$ cat config.mk
export PLATFORM = sky130hd
export DESIGN_NAME = led_game_ctrl_flat
export DESIGN_NICKNAME = d
export VERILOG_FILES = /design/src/rtl/led_game_pkg.sv /design/src/rtl/led_game_ctrl_if.sv /design/src/rtl/led_game_ctrl_lfsr16.sv /design/src/rtl/led_game_ctrl.sv /design/src/flat_wrapper.sv
export SDC_FILE = /design/constraint.sdc
export NUM_CORES = 1
export LEC_CHECK = 0
export CAP_MARGIN = 20
export CELL_PAD_IN_SITES_DETAIL_PLACEMENT = 1
export CELL_PAD_IN_SITES_GLOBAL_PLACEMENT = 1
export CORE_MARGIN = 2
export CORE_UTILIZATION = 40
export CTS_BUF_LIST = sky130_fd_sc_hd__clkbuf_16
export DETAILED_ROUTE_END_ITERATION = 16
export PLACE_DENSITY = 0.76
export SYNTH_ARGS = -nofsm -noshare
export SYNTH_HDL_FRONTEND = slang
export SYNTH_SLANG_ARGS = --single-unit
$ cat constraint.sdc
create_clock -name clk -period 2.3 [get_ports clk]
set_input_delay 0.345 -clock clk [delete_from_list [all_inputs] [get_ports clk]]
set_output_delay 0.345 -clock clk [all_outputs]
set_load 0.05 [all_outputs]
$ cat src/rtl/led_game_pkg.sv
// Shared types and constants for the LED reaction game sequencer.
package led_game_pkg;

    typedef enum logic [2:0] {
        ST_IDLE,
        ST_PICK,
        ST_SHOW,
        ST_WAIT,
        ST_CLEAR,
        ST_FAIL,
        ST_OVER
    } state_t;

    localparam logic [15:0] LFSR_TAPS        = 16'hB400;
    localparam int          SCORE_W          = 8;
    localparam int          HITS_PER_SPEEDUP = 4;
    localparam int          MIN_WINDOW       = 2;

    function automatic logic [15:0] lfsr_step(input logic [15:0] q);
        return {1'b0, q[15:1]} ^ (q[0] ? LFSR_TAPS : 16'h0000);
    endfunction

endpackage

$ cat src/rtl/led_game_ctrl_if.sv
// Board-side bundle of the game sequencer: start/buttons/LED readback in, toggles and status out.
interface led_game_ctrl_if #(
    parameter int N_LEDS = 4
);
    logic              start;
    logic [N_LEDS-1:0] btn;
    logic [N_LEDS-1:0] led_state;
    logic [N_LEDS-1:0] toggle;
    logic [7:0]        score;
    logic              busy;
    logic              game_over;

    modport master (
        output start, btn, led_state,
        input  toggle, score, busy, game_over
    );

    modport slave (
        input  start, btn, led_state,
        output toggle, score, busy, game_over
    );
endinterface

$ cat src/rtl/led_game_ctrl_lfsr16.sv
// Free-running 16-bit Galois LFSR used to pick the next target LED.
module lfsr16
    import led_game_pkg::*;
#(
    parameter logic [15:0] SEED = 16'hACE1
) (
    input  logic        clk,
    input  logic        rst,
    output logic [15:0] q
);

    always_ff @(posedge clk) begin
        if (rst) q <= SEED;
        else     q <= lfsr_step(q);
    end

endmodule

$ cat src/rtl/led_game_ctrl.sv
// Reaction game FSM: lights a random LED, waits for its button, scores or ends the game.
// The toggle register is loaded one state ahead so each pulse is visible during SHOW/CLEAR/FAIL.
module led_game_ctrl
    import led_game_pkg::*;
#(
    parameter int          N_LEDS        = 4,
    parameter int          TICK_DIV      = 50_000_000,
    parameter int          TIMEOUT_TICKS = 8,
    parameter logic [15:0] LFSR_SEED     = 16'hACE1
) (
    input logic           clk,
    input logic           rst,
    led_game_ctrl_if.slave bus
);

    localparam int IDX_W = $clog2(N_LEDS);
    localparam int DIV_W = $clog2(TICK_DIV);
    localparam int HIT_W = $clog2(HITS_PER_SPEEDUP);

    state_t             state, state_n;
    logic [IDX_W-1:0]   target, target_n;
    logic [DIV_W-1:0]   cyc, cyc_n;
    logic [7:0]         tick, tick_n;
    logic [7:0]         window, window_n;
    logic [SCORE_W-1:0] score, score_n;
    logic [HIT_W-1:0]   hit_cnt, hit_n;
    logic [N_LEDS-1:0]  toggle, toggle_n;

    logic [15:0]        lfsr_q;
    logic [IDX_W-1:0]   pick_idx;
    logic [N_LEDS-1:0]  tgt_mask, pick_mask;
    logic               tick_wrap, btn_other, lfsr_unused;

    lfsr16 #(.SEED(LFSR_SEED)) u_lfsr (
        .clk (clk),
        .rst (rst),
        .q   (lfsr_q)
    );

    assign pick_idx    = lfsr_q[IDX_W-1:0];
    assign lfsr_unused = ^lfsr_q[15:IDX_W];

    always_comb begin
        tgt_mask            = '0;
        tgt_mask[target]    = 1'b1;
        pick_mask           = '0;
        pick_mask[pick_idx] = 1'b1;
    end

    assign tick_wrap = (cyc == DIV_W'(TICK_DIV - 1));
    assign btn_other = |(bus.btn & ~tgt_mask);

    always_ff @(posedge clk) begin
        if (rst) begin
            state   <= ST_IDLE;
            target  <= '0;
            cyc     <= '0;
            tick    <= '0;
            window  <= 8'(TIMEOUT_TICKS);
            score   <= '0;
            hit_cnt <= '0;
            toggle  <= '0;
        end else begin
            state   <= state_n;
            target  <= target_n;
            cyc     <= cyc_n;
            tick    <= tick_n;
            window  <= window_n;
            score   <= score_n;
            hit_cnt <= hit_n;
            toggle  <= toggle_n;
        end
    end

    always_comb begin
        state_n  = state;
        target_n = target;
        cyc_n    = cyc;
        tick_n   = tick;
        window_n = window;
        score_n  = score;
        hit_n    = hit_cnt;
        toggle_n = '0;
        unique case (state)
            ST_IDLE, ST_OVER: begin
                if (bus.start) begin
                    score_n  = '0;
                    hit_n    = '0;
                    window_n = 8'(TIMEOUT_TICKS);
                    state_n  = ST_PICK;
                end
            end
            ST_PICK: begin
                target_n = pick_idx;
                toggle_n = pick_mask & ~bus.led_state;
                state_n  = ST_SHOW;
            end
            ST_SHOW: begin
                cyc_n   = '0;
                tick_n  = '0;
                state_n = ST_WAIT;
            end
            ST_WAIT: begin
                cyc_n  = tick_wrap ? '0 : cyc + 1'b1;
                tick_n = tick_wrap ? tick + 8'd1 : tick;
                // A stray button loses even if the target button is pressed too.
                if (btn_other) begin
                    toggle_n = tgt_mask & bus.led_state;
                    state_n  = ST_FAIL;
                end else if (|(bus.btn & tgt_mask)) begin
                    score_n  = (score == {SCORE_W{1'b1}}) ? score : score + 1'b1;
                    hit_n    = hit_cnt + 1'b1;
                    toggle_n = tgt_mask & bus.led_state;
                    state_n  = ST_CLEAR;
                end else if (tick_wrap && (tick + 8'd1) == window) begin
                    toggle_n = tgt_mask & bus.led_state;
                    state_n  = ST_FAIL;
                end
            end
            ST_CLEAR: begin
                // hit_cnt wrapped to zero means a full group of hits just completed.
                if (hit_cnt == '0 && window > 8'(MIN_WINDOW))
                    window_n = window - 8'd1;
                state_n = ST_PICK;
            end
            ST_FAIL: state_n = ST_OVER;
            default: state_n = ST_IDLE;
        endcase
    end

    assign bus.toggle    = toggle;
    assign bus.score     = score;
    assign bus.busy      = (state != ST_IDLE) && (state != ST_OVER);
    assign bus.game_over = (state == ST_OVER);

endmodule

$ cat src/flat_wrapper.sv
// flat-port wrapper written by rule: the top's interface ports become plain ports
module led_game_ctrl_flat import led_game_pkg::*;
#(
    parameter int          N_LEDS        = 4,
    parameter int          TICK_DIV      = 50_000_000,
    parameter int          TIMEOUT_TICKS = 8,
    parameter logic [15:0] LFSR_SEED     = 16'hACE1
)
  (clk, rst, bus_start, bus_btn, bus_led_state, bus_toggle, bus_score, bus_busy, bus_game_over);
  led_game_ctrl_if #(.N_LEDS(N_LEDS)) bus_i ();
  input logic clk;
  input logic rst;
  input wire logic [$bits(bus_i.start)-1:0] bus_start;
  input wire logic [$bits(bus_i.btn)-1:0] bus_btn;
  input wire logic [$bits(bus_i.led_state)-1:0] bus_led_state;
  output wire logic [$bits(bus_i.toggle)-1:0] bus_toggle;
  output wire logic [$bits(bus_i.score)-1:0] bus_score;
  output wire logic [$bits(bus_i.busy)-1:0] bus_busy;
  output wire logic [$bits(bus_i.game_over)-1:0] bus_game_over;
  assign bus_i.start = bus_start;
  assign bus_i.btn = bus_btn;
  assign bus_i.led_state = bus_led_state;
  assign bus_toggle = bus_i.toggle;
  assign bus_score = bus_i.score;
  assign bus_busy = bus_i.busy;
  assign bus_game_over = bus_i.game_over;
  led_game_ctrl #(.N_LEDS(N_LEDS), .TICK_DIV(TICK_DIV), .TIMEOUT_TICKS(TIMEOUT_TICKS), .LFSR_SEED(LFSR_SEED)) u_core (.clk(clk), .rst(rst), .bus(bus_i));
endmodule
======== After elaboration in Yosys (flattened, before gate mapping) ========
Index checks and enable logic that the tools add are counted.
storage, ports and cells
  register bits after elaboration ......... 77
  latch bits .............................. 0
  bits in writable memories ............... 0
  bits in read-only memories .............. 0
  input port bits ......................... 11
  output and inout bits ................... 14
  memories ................................ 0
operators by class
  add/subtract/negate cells ............... 5
  $mul .................................... 0
  div/mod/pow operators ................... 0
  order comparisons ....................... 5
  equality and inequality tests ........... 17
  shift operators ......................... 0
  muxes and demuxes ....................... 30
  bitwise operators ....................... 7
  reductions and logical operators ........ 19
operators by type and width
  operator               count
  $mux 8                 7
  $pmux 26 s2            1
  $pmux 8 s2             3
  $add 26x1->26 const B  1
  $eq 26x26->1 const B   1
  $mux 26                1
  $pmux 3 s6             1
  $add 8x1->8 const B    2
  $and 4x4->4            4
  $mux 16                1
  $xor 15x16->16         1
  $mux 3                 4
  $mux 4                 3
  $eq 3x3->1 const B     3
  $eq 8x8->1             1
  $eq 8x8->1 const B     1
  $gt 8x2->1 const B     1
  $not 4->4              2
  $pmux 4 s2             1
  $reduce_or 4->1        2
  $sub 8x1->8 const B    1
  $eq 3x2->1 const B     2
  $lt 2x3->1 const B     2
  $mux 2                 3
  20 further kinds       34

======== Depth between registers and ports, before layout ========
  depth in word-level cells ............... 9
  depth in mapped cells ................... 8
  mapped depth without buffers ............ 8

======== Cells and area by module ========
Synthesis repeated with hierarchy kept, for this count alone.
unflattened totals
  cell total of the unflattened synthesis .. 442
  area, all modules ....................... 3804.9 um^2
modules (own cells, without submodules)
  module         times used  cells an instance  area each (um^2)  seq. area each (um^2)
  led_game_ctrl  1           406                3342.0            1221.2
  lfsr16         1           36                 462.9             320.3

======== Worst setup path after synthesis ========
OpenSTA, ideal clock, no wires.
  path kind ............................... register to register
  from .................................... register u_core.cyc[0]
  to ...................................... register u_core.cyc[9]
  library setup time ...................... 0.118 ns
  data arrival time ....................... 2.034 ns
  required time ........................... 2.182 ns
  slack ................................... 0.148 ns
  stages on the path, launching flop included .. 9
  buffers on the path ..................... 1
  cell sequence ........................... dfxtp_1 -> ha_1 -> nand3_1 -> or4_1 -> nor2_1 -> nor2_1 -> buf_2 -> a41oi_1 -> nor2_1
between the ends
  word-level cells in the longest chain between the ends .. 3
RTL lines
  item                                                  RTL line                                   text
  start: declaration                                    led_game_ctrl.sv:22                        logic [DIV_W-1:0] cyc, cyc_n;
  start signal: assignment                              led_game_ctrl.sv:66                        cyc <= cyc_n;
  $add 26x1->26 / $eq 26x26->1 (equally long branches)  led_game_ctrl.sv:104, led_game_ctrl.sv:50
  $mux 26 (*)                                           led_game_ctrl.sv:104                       cyc_n = tick_wrap ? '0 : cyc + 1'b1;
  $pmux 26 s2 (*)                                       led_game_ctrl.sv:84                        unique case (state)
Every way passes the cells marked *; elsewhere a longest branch is shown, timed or not.
A chain may end at the register's enable or synchronous reset.

======== Final worst setup path ========
  from .................................... register u_core.state[0]
  to ...................................... output port bus_game_over
between the ends
  word-level cells in the longest chain between the ends .. 1
RTL lines
  item                      RTL line              text
  start: declaration        led_game_ctrl.sv:20   state_t state, state_n;
  start signal: assignment  led_game_ctrl.sv:64   state <= state_n;
  $eq 3x3->1                led_game_ctrl.sv:134  assign bus.game_over = (state == ST_OVER);
  end: declaration          flat_wrapper.sv:19    output wire logic [$bits(bus_i.game_over)-1:0] bus_game_over;
No other way between the ends.

==> key figures <==
Global routing
  • GR Util All Layers: 20.8%
  • First-pass GRT wire length: 17.2 mm
  • Vias in the first global route: 3561
  • Initial antenna violation count: 0
  • GRT overflow: 0
  • Largest net degree at the start of global routing: 26

Critical path
  • Crit. End Element: primary output
  • Worst EP required: 1960 ps
  • CP Data Arrival Time: 1890 ps
  • Worst Path Class, Setup: flip-flop to primary output
  • Buf+Inv Stages, Crit Path: 2
  • Cells on worst reg2reg path: 7
  • R2r startpoint: u_core.window[3]
  • R2R Setup Slk: 130 ps
  • Critical path startpoint category: flip-flop
  • Crit-path cells: buf_4 -> nor2_1 -> clkdlybuf4s50_1
  • Critical path depth: 3
  • End of the worst register-to-register path: u_core.window[2]
  • Family with the most delay on the worst path: buffers and inverters
  • Max FO, Critical Path: 12
  • CP max stage delay: 820 ps
  • CP Launch Point: u_core.state[0]
  • CP max stage cell: clkdlybuf4s50_1

Power
  • Share of power burned in the clock network: 43.9%
  • Flop pwr share: 42.0%
  • Comb pwr share: 14.1%
  • Sw frac: 27.2%
  • NetSw: 913 uW
  • Pleak: 0.00168 uW
  • Internal Pwr Total: 2440 uW
  • Worst vdd ir: 0.349 mV
  • PwrDens: 696 nW/um^2

STA
  • Fmax achieved: 448 MHz
  • Period utilization: 97.0%
  • WHS: 414 ps
  • Hold Violations, Final: 0
  • Worst Skew: 7.85 ps
  • Setup WS post-layout: 68.5 ps
  • Worst Tran Pin Value: 642 ps
  • Final critical-path required period: 2230 ps
  • Final Setup Violations: 0
  • Max_slew headroom: 57.1%
  • Slew Limit Fails: 0
  • TNS Setup: 0 ps

Min path
  • Hold Crit Start: u_core.u_lfsr.q[12]
  • Hold worst-path end: u_core.u_lfsr.q[11]
  • Hold Path Depth: 1
  • Worst Hold Class: flip-flop to flip-flop

Job
  • Max Cap Viol: 0

Finish
  • Final Core Density: 51.6%
  • Filler cell count: 1121
  • Reg area: 1540 sq um
  • Multi-input gate area: 2210 sq um
  • Final net count: 524
  • Layout area overhead: 24.5%
  • Final instance area: 4820 sq um
  • Share of cells above drive strength 1: 15.8%
  • Diodes inserted: 0

Detailed routing
  • Vias/cell: 5.43
  • Drt drc: 0
  • WL/cell: 16.0 um
  • Drt pass-1 iters: 4
  • Antenna Violating Nets Remaining: 0
  • Via Count: 3479
  • Post-Route WL: 10.2 mm
  • DRT iter0 DRCs: 70

Yosys
  • Mapped Cells: 457
  • Async set-reset flop share out of synthesis: 0%
  • Synth Flop Type: dfxtp_1
  • Register area share after synthesis: 39.8%
  • Flops & latches, synth: 77
  • Cell variety after synth: 55
  • Post-synth top area share: 39.8%
  • Netlist area before placement: 3870 sq um
  • Most frequent cell after synthesis: dfxtp_1
  • Number of synthesis warnings: 0
  • Most area-hungry cell type in the Yosys netlist: dfxtp_1
  • Synth Area per Inst: 8.47 sq um
  • Top cells by count, synth: 77 x dfxtp_1, 65 x nor2_1, 29 x xnor2_1
  • Synth area leaders: dfxtp_1 40%, xnor2_1 6.6%, nor2_1 6.3%, a21oi_1 3.0%, nand3_1 2.7%
  • Post-synth EDFFs: 0
  • Syn_nets: 474

Placement
  • PortBufs: 24
  • GPL Wtd Cong: 0.805
  • Post-detail-place hpwl: 7.31 mm
  • DP Area: 4480 sq um
  • Pre-CTS WS: -179 ps

Clock tree
  • Clk pin slew, worst setup/hold paths: 70 ps
  • Clk_lat worst skew: 340 ps
  • Num CTS Buffers: 9
  • TritonCTS clock tree: yes
  • Clock Sinks: 77
  • Post-CTS sizing: 0
  • CTS Buffer Depth: 2
  • Post-CTS Setup Inserts: 0
  • Hold_buf cts: 0
  • Htree depth: 3
  • Clk root buf: clkbuf_16

Floorplanning
  • Number of core rows: 35
  • Die ar.: 10500 sq um
  • Initial Util: 41.5%
  • Die Width: 102 um
  • # IOs: 25
  • Vert. Die Dim: 102 um
  • Core area: 9330 sq um

Run status
  • Status: complete, no violations
==> power by group through the flow <==
stage / Sequential [uW] / Clock, uW / Combinational [uW]
floorplan: 1430 / 0 / 296
global placement: 1440 / 0 / 451
detailed placement: 1440 / 0 / 462
CTS: 1410 / 1490 / 470
global route: 1420 / 1550 / 515
finish: 1410 / 1470 / 472
==> per-layer routing <==
layer	vias up	track usage, %	wire (um)	share of wire (%)
li1	1732	-	-	-
met3	13	4.72	209	2.0
met2	36	36.6	5170	50
met5	-	0	0	0
met1	1698	25.4	4720	46
met4	0	5.74	139	1.4
==> flip-flops by register name, indices dropped and copies added, names as in the netlist <==
name and count:
u_core.window 8, u_core.u_lfsr.q 16, u_core.hit_cnt 2, u_core.tick 8, u_core.target 2, u_core.state 3
u_core.bus.score 8, u_core.bus.toggle 4, u_core.cyc 26
==> worst reg2reg max path: cells and delay by family (launching register included) <==
family	cells	cell delay, ps
AO/OA/AOI/OAI	1	260
flip-flops	1	310
AND/OR/NAND/NOR	4	1170
XOR/XNOR	1	150
buffers and inverters	1	180
==> how the worst max path moves through the flow <==
stage | slack, ps | end
floorplan | 150 | u_core.cyc[9]
global placement | -90 | u_core.bus.score[7]
detailed placement | -180 | u_core.bus.score[5]
CTS | 2 | u_core.cyc[18]
global route | -10 | u_core.bus.toggle[0]
finish | 70 | bus_game_over
==> layout make-up <==
cell class	count	share of cell area [%]
timing repair buffer	62	11.4
multi-input combinational	345	46.0
clock buffer	9	4.68
inverter	12	0.935
clock inverter	7	1.69
sequential	77	32.0
tap	129	3.35
==> cell usage in the layout, fill, tap and decap left out, types with 3 or more instances in the layout <==
| cell type | count |
|---|---|
| and4_1 | 3 |
| o21ai_0 | 21 |
| nand2b_1 | 7 |
| nand3_1 | 21 |
| nor3_1 | 11 |
| nor2_1 | 63 |
| xnor2_1 | 29 |
| inv_6 | 3 |
| or2_2 | 9 |
| clkbuf_16 | 9 |
| a41oi_1 | 5 |
| nand2_1 | 27 |
| a311oi_1 | 5 |
| a22oi_1 | 4 |
| or4_1 | 4 |
| xor2_1 | 6 |
| inv_1 | 12 |
| a21oi_1 | 22 |
| nand4_1 | 9 |
| nand3b_1 | 4 |
| ha_1 | 6 |
| or3_1 | 3 |
| nor4b_1 | 4 |
| clkdlybuf4s50_1 | 23 |
| dfxtp_1 | 77 |
| nor4_1 | 9 |
| buf_4 | 37 |
| o32ai_1 | 3 |
| nor3b_1 | 4 |
| nor2b_1 | 16 |
| mux2i_1 | 5 |
| and3_1 | 8 |
| or4_4 | 3 |
==> per-stage QoR <==
step | cells | power [uW]
4_1_cts | 641 | 3370
6_report | 641 | 3350
3_3_place_gp | 625 | 1890
2_1_floorplan | 457 | 1720
5_1_grt | 641 | 3490
3_5_place_dp | 625 | 1900
==> logic make-up after synthesis <==
logic type	count (synthesis)	synth area share, %
adders and majority gates	6	1.94
buffers and inverters	35	3.78
AOI/OAI and AO/OA	78	13.6
DFF	77	39.8
and+or+nand+nor	217	29.9
muxes	8	2.46
xor gates and xnor gates	36	8.51
(Power assumes the default switching activity.)
==> variant 1 (same flow settings) <==
`TICK_DIV` is set to 50_000_000 in 2 places; all go to 200_000_000.
--- a/src/rtl/led_game_ctrl.sv
+++ b/src/rtl/led_game_ctrl.sv
@@ -4,7 +4,7 @@
     import led_game_pkg::*;
 #(
     parameter int          N_LEDS        = 4,
-    parameter int          TICK_DIV      = 50_000_000,
+    parameter int          TICK_DIV      = 200_000_000,
     parameter int          TIMEOUT_TICKS = 8,
     parameter logic [15:0] LFSR_SEED     = 16'hACE1
 ) (
--- a/src/flat_wrapper.sv
+++ b/src/flat_wrapper.sv
@@ -2,7 +2,7 @@
 module led_game_ctrl_flat import led_game_pkg::*;
 #(
     parameter int          N_LEDS        = 4,
-    parameter int          TICK_DIV      = 50_000_000,
+    parameter int          TICK_DIV      = 200_000_000,
     parameter int          TIMEOUT_TICKS = 8,
     parameter logic [15:0] LFSR_SEED     = 16'hACE1
 )
Behaviour: same outputs for any inputs over 10 cycles, from zero or initial values and one cycle with rst high; that may be too few to reach the edited logic, so the function may still have changed.
==> variant 1 against the original RTL <==
Total power down 2.7%; first-iteration DRC count grew 110%; global-route usage is 0.49 points lower; cell area down 3.8%; sequential cell count increased by 2; wire length fell by 2.1%; synthesized area rose by 0.68%; via count decreased by 1.7%; count of clock-buffer cells in the layout unchanged; maximum frequency up 4.2%; worst setup slack improved by 91 ps.
==> variant 1: results (changes against the original RTL) <==
synth:
  synthAdderAreaFrac: 0.0193  # was 0.0194
  seq_area_frac_synth: 0.406  # was 0.398
  yosysUniqueCellTypes: 54  # was 55
  synth_compound_area_frac: 0.144  # was 0.136
  synthMuxAreaShare: 0.00257  # was 0.0246
  synthXorXnorAreaFrac: 0.0787  # was 0.0851
  synth-seq-cells: 79  # was 77
  synthTopCellsByCount: "79 x dfxtp_1, 58 x nor2_1, 32 x nand2_1, 29 x nand3_1, 26 x o21ai_0"  # was 77 x dfxtp_1, 65 x nor2_1, 29 x xnor2_1, 27 x nand2_1, 23 x a21oi_1
drt:
  routedWlPerCell_um: 16.0  # about the same
  vias: 3419  # was 3479
  wl_met1_mm: 4.57  # was 4.72 mm
  drt_iter0_markers: 145  # was 70
  dr_wl_met2_mm: 5.16  # was 5.17 mm
  met3_length_um: 151  # was 209 um
pwr:
  p_int_w: 0.00232  # was 0.00244 W
  finalPower_w: 0.00326  # was 0.00335 W
  p_comb_w: 0.000356  # was 0.000472 W
  p_leak_nw: 1.68  # about the same
  seq_power_share: 0.448  # was 0.420
  ir_worst_vdd_mv: 0.405  # was 0.349 mV
min_path:
  holdPathEnd: "u_core.u_lfsr.q[7]$_SDFF_PP1_"  # was u_core.u_lfsr.q[11]$_SDFF_PP1_
  min_from: "u_core.u_lfsr.q[8]$_SDFF_PP0_"  # was u_core.u_lfsr.q[12]$_SDFF_PP0_
worst_setup_path:
  r2r_cells: 6  # was 7
  critical_path_peak_fanout: 9  # was 12
  rrSetupSlack_ps: 160  # was 130 ps
  cp_data_arrival_time_ps: 2380  # was 1890 ps
  cpPeakStageDelay_ps: 580  # was 820 ps
  path_delay_family: "simple AND/OR/NAND/NOR gates"  # was buffers and inverters
  r2r_end: "u_core.cyc[24]$_SDFFE_PP0P_"  # was u_core.window[2]$_SDFFE_PP0P_
place:
  portBuffers: 24  # unchanged
  gp_congestion: 0.787  # was 0.805
  place_ws_ps: -16.4  # was -179 ps
  dp_hpwl_mm: 6.81  # was 7.31 mm
final_layout:
  ff_latch_area_mm2: 0.00158  # was 0.00154 mm2
  reg_top3: "u_core.cyc x28, u_core.u_lfsr.q x16"  # was u_core.cyc x26, u_core.u_lfsr.q x16
  nonClkBufAreaFrac: 0.0805  # was 0.114
  n_all_inverters: 14  # was 12
  n_fill_cell: 1154  # was 1121
  n_all_buffers: 40  # was 62
  clk_share: 0.0632  # was 0.0637
  multi_input_area_mm2: 0.00217  # was 0.00221 mm2
  num-nets-final: 506  # was 524
  n_antenna_cell: 0  # unchanged
  drive_gt1_frac: 0.117  # was 0.158
cts:
  cts_inserted_buffers: 9  # unchanged
timing:
  finalClockSkew_ps: 9.76  # was 7.85 ps
  tightest_slew_ps: 551  # was 642 ps
status:
  status: "finished clean"  # unchanged
global_route:
  grtUsageMet2: 0.352  # was 0.366
  grt_pass1_wl_mm: 16.8  # was 17.2 mm
  grt_max_degree: 44  # was 26
  grt.total_usage: 0.203  # was 0.208
  grtUsageMet1: 0.254  # about the same
  met3_usage: 0.0332  # was 0.0472
-- variant 1: how the worst max path moves through the flow --
stage	from	to	slack, ps	cells after the start
6_report	u_core.cyc[14]$_SDFFE_PP0P_	u_core.cyc[24]$_SDFFE_PP0P_	160	6
5_1_grt	u_core.tick[1]$_SDFFE_PP0P_	u_core.state[2]$_SDFFE_PP0P_	-80	7
4_1_cts	u_core.state[2]$_SDFFE_PP0P_	bus_game_over	50	2
3_5_place_dp	bus_btn[1]	u_core.bus.score[4]$_SDFFE_PP0P_	-20	8
3_3_place_gp	bus_btn[1]	u_core.bus.score[4]$_SDFFE_PP0P_	80	8
2_1_floorplan	u_core.bus.score[2]$_SDFFE_PP0P_	u_core.bus.score[2]$_SDFFE_PP0P_	360	7
-- variant 1: metrics by stage --
step           hold WS [ps]  area [um2]  cells  TNS [ps]
2_1_floorplan           389        3890    457         0
3_3_place_gp            398        4300    611         0
3_5_place_dp            398        4300    611     -16.4
4_1_cts                 416        4590    627         0
5_1_grt                 433        4630    627      -146
6_report                412        4630    627         0
==> variant 2 (same settings) <==
Made on the original files. Encoding of `state_t`: now one-hot (7 bits for 7 states).
--- a/src/rtl/led_game_pkg.sv
+++ b/src/rtl/led_game_pkg.sv
@@ -1,14 +1,14 @@
 // Shared types and constants for the LED reaction game sequencer.
 package led_game_pkg;
 
-    typedef enum logic [2:0] {
-        ST_IDLE,
-        ST_PICK,
-        ST_SHOW,
-        ST_WAIT,
-        ST_CLEAR,
-        ST_FAIL,
-        ST_OVER
+    typedef enum logic [6:0] {
+        ST_IDLE  = 7'b0000001,
+        ST_PICK  = 7'b0000010,
+        ST_SHOW  = 7'b0000100,
+        ST_WAIT  = 7'b0001000,
+        ST_CLEAR = 7'b0010000,
+        ST_FAIL  = 7'b0100000,
+        ST_OVER  = 7'b1000000
     } state_t;
 
     localparam logic [15:0] LFSR_TAPS        = 16'hB400;
Function: same outputs for any inputs over 10 cycles, from zero or initial values and one cycle with rst high; not proved beyond that.
==> variant 2 against the original RTL <==
Worst setup slack worse by 21 ps; wire length is 16% higher; sequential cell count up 4; synthesized cell count increased by 6.6%; synthesized area is 4.5% higher; cell area is 9.0% higher; largest cell class unchanged; total power rose by 14%; clock power is 3% lower.
==> variant 2: results (changes against the original RTL) <==
status:
  status: "finished clean"  # unchanged
pwr:
  ir_worst_vdd_mv: 0.512  # was 0.349 mV
  p_leak_nw: 1.89  # was 1.68 nW
  p_clk_frac: 0.376  # was 0.439
  p_comb_w: 0.000816  # was 0.000472 W
  p_int_w: 0.00259  # was 0.00244 W
  p_comb_frac: 0.214  # was 0.141
final_layout:
  drive_gt1_frac: 0.211  # was 0.158
  num-nets-final: 576  # was 524
  reg_top3: "u_core.cyc x26, u_core.u_lfsr.q x16"  # unchanged
  n_fill_cell: 1178  # was 1121
synth:
  synth_compound_area_frac: 0.168  # was 0.136
  synth_fp_nets: 504  # was 474
  yosysUniqueCellTypes: 57  # was 55
  seq_area_frac_synth: 0.401  # was 0.398
  yosysWarnings: 0  # unchanged
  synthAdderAreaFrac: 0.0186  # was 0.0194
  synthCells: 487  # was 457
  synthXorXnorAreaFrac: 0.0628  # was 0.0851
  synthArstFlopShare: 0  # unchanged
  synthMuxAreaShare: 0.00248  # was 0.0246
  yosys-top-cells-area: "dfxtp_1 40%, nor2_1 5.8%, a21oi_1 4.3%, xnor2_1 3.7%, nand2_1 3.6%"  # was dfxtp_1 40%, xnor2_1 6.6%, nor2_1 6.3%, a21oi_1 3.0%, nand3_1 2.7%
  synthTopCellsByCount: "81 x dfxtp_1, 63 x nor2_1, 39 x nand2_1, 35 x a21oi_1, 23 x o21ai_0"  # was 77 x dfxtp_1, 65 x nor2_1, 29 x xnor2_1, 27 x nand2_1, 23 x a21oi_1
  synth_top_family_by_area: "simple AND/OR/NAND/NOR gates"  # unchanged
worst_setup_path:
  cp_data_arrival_time_ps: 2520  # was 1890 ps
  critical_path_peak_fanout: 4  # was 12
drt:
  wirelength_mm: 11.8  # was 10.2 mm
  route.detailed.drc: 0  # unchanged
  drt_iter0_markers: 170  # was 70
  routedWlPerCell_um: 17.0  # was 16.0 um
  vias_per_cell: 5.53  # was 5.43
  firstDrtPassIters: 4  # unchanged
cts:
  cts.clk_slew.worst_paths_ps: 70  # about the same
  clk_path_buf_depth: 2  # unchanged
  cts_inserted_buffers: 9  # unchanged
  clk_root_buffer_cell: "clkbuf_16"  # unchanged
  h-tree-depth: 3  # unchanged
  worstSkewPairLatency_ps: 350
global_route:
  grt_max_degree: 28  # was 26
  grt_pass1_wl_mm: 19.6  # was 17.2 mm
  grt_pass1_vias: 4074  # was 3561
  antenna_found_initial: 0  # unchanged
  grt.total_usage: 0.220  # was 0.208
timing:
  slew_headroom: 0.498  # was 0.571
  finalClockSkew_ps: 6.96  # was 7.85 ps
place:
  dp_hpwl_mm: 8.09  # was 7.31 mm
  placed_area_mm2: 0.00478  # was 0.00448 mm2
  gp_congestion: 0.793  # was 0.805
  place_ws_ps: -323  # was -179 ps
  portBuffers: 24  # unchanged
  post-place-cells: 675  # was 625
job:
  maxCapViolations: 0  # unchanged
==> variant 2: cell families (layout without fill, tap and decap cells) <==
kind of cell	count (synthesis)	in the layout
XOR/XNOR	29	29
AO/OA/AOI/OAI	106	106
flip-flops	81	81
buffers and inverters	35	112
multiplexers	1	1
AND/OR/NAND/NOR	229	229
adder cells (fa/ha/maj)	6	6
==> variant 2: layer usage <==
layer,up-vias,GRT usage,share of wire
li1,1896,-,-
met1,1903,0.255,0.43
met2,41,0.409,0.53
met3,17,0.0424,0.020
met4,0,0.0637,0.015
met5,-,0,0
==> variant 2: worst paths after layout <==
check,from,end,slack [ps],cells past startpoint
setup / recovery,u_core.tick[0]$_SDFFE_PP0P_,u_core.bus.toggle[2]$_SDFF_PP0_,50,8
hold / removal,u_core.u_lfsr.q[6]$_SDFF_PP1_,u_core.u_lfsr.q[5]$_SDFF_PP1_,420,1
setup reg to reg,u_core.tick[0]$_SDFFE_PP0P_,u_core.bus.toggle[2]$_SDFF_PP0_,50,8
hold reg to reg,u_core.u_lfsr.q[6]$_SDFF_PP1_,u_core.u_lfsr.q[5]$_SDFF_PP1_,420,1
==> variant 2: cell type report <==
class                           count  area, um2  area share
Timing Repair Buffer               85        713       0.136
Tap cell                          133        166      0.0317
Clock buffer                        9        225      0.0429
Inverter                           11       41.3     0.00786
Clock inverter                      7       72.6      0.0138
Sequential cell                    81       1630       0.310
Multi-Input combinational cell    371       2400       0.458
==> variant 2: critical path, cell delays in order, from the launching register on <==
cell	delay (ps)
dfxtp_1	380
ha_4	160
nand2b_1	90
o211ai_1	230
a31oi_2	150
nor4_4	280
a21oi_2	120
or4b_4	540
a211oi_2	210
==> variant 2: timing repair <==
item,CTS,global route
pin swaps,5,4
hold buffers,0,0
buffers inserted,4,2
resized for setup,5,25
setup endpoints to repair,3,39
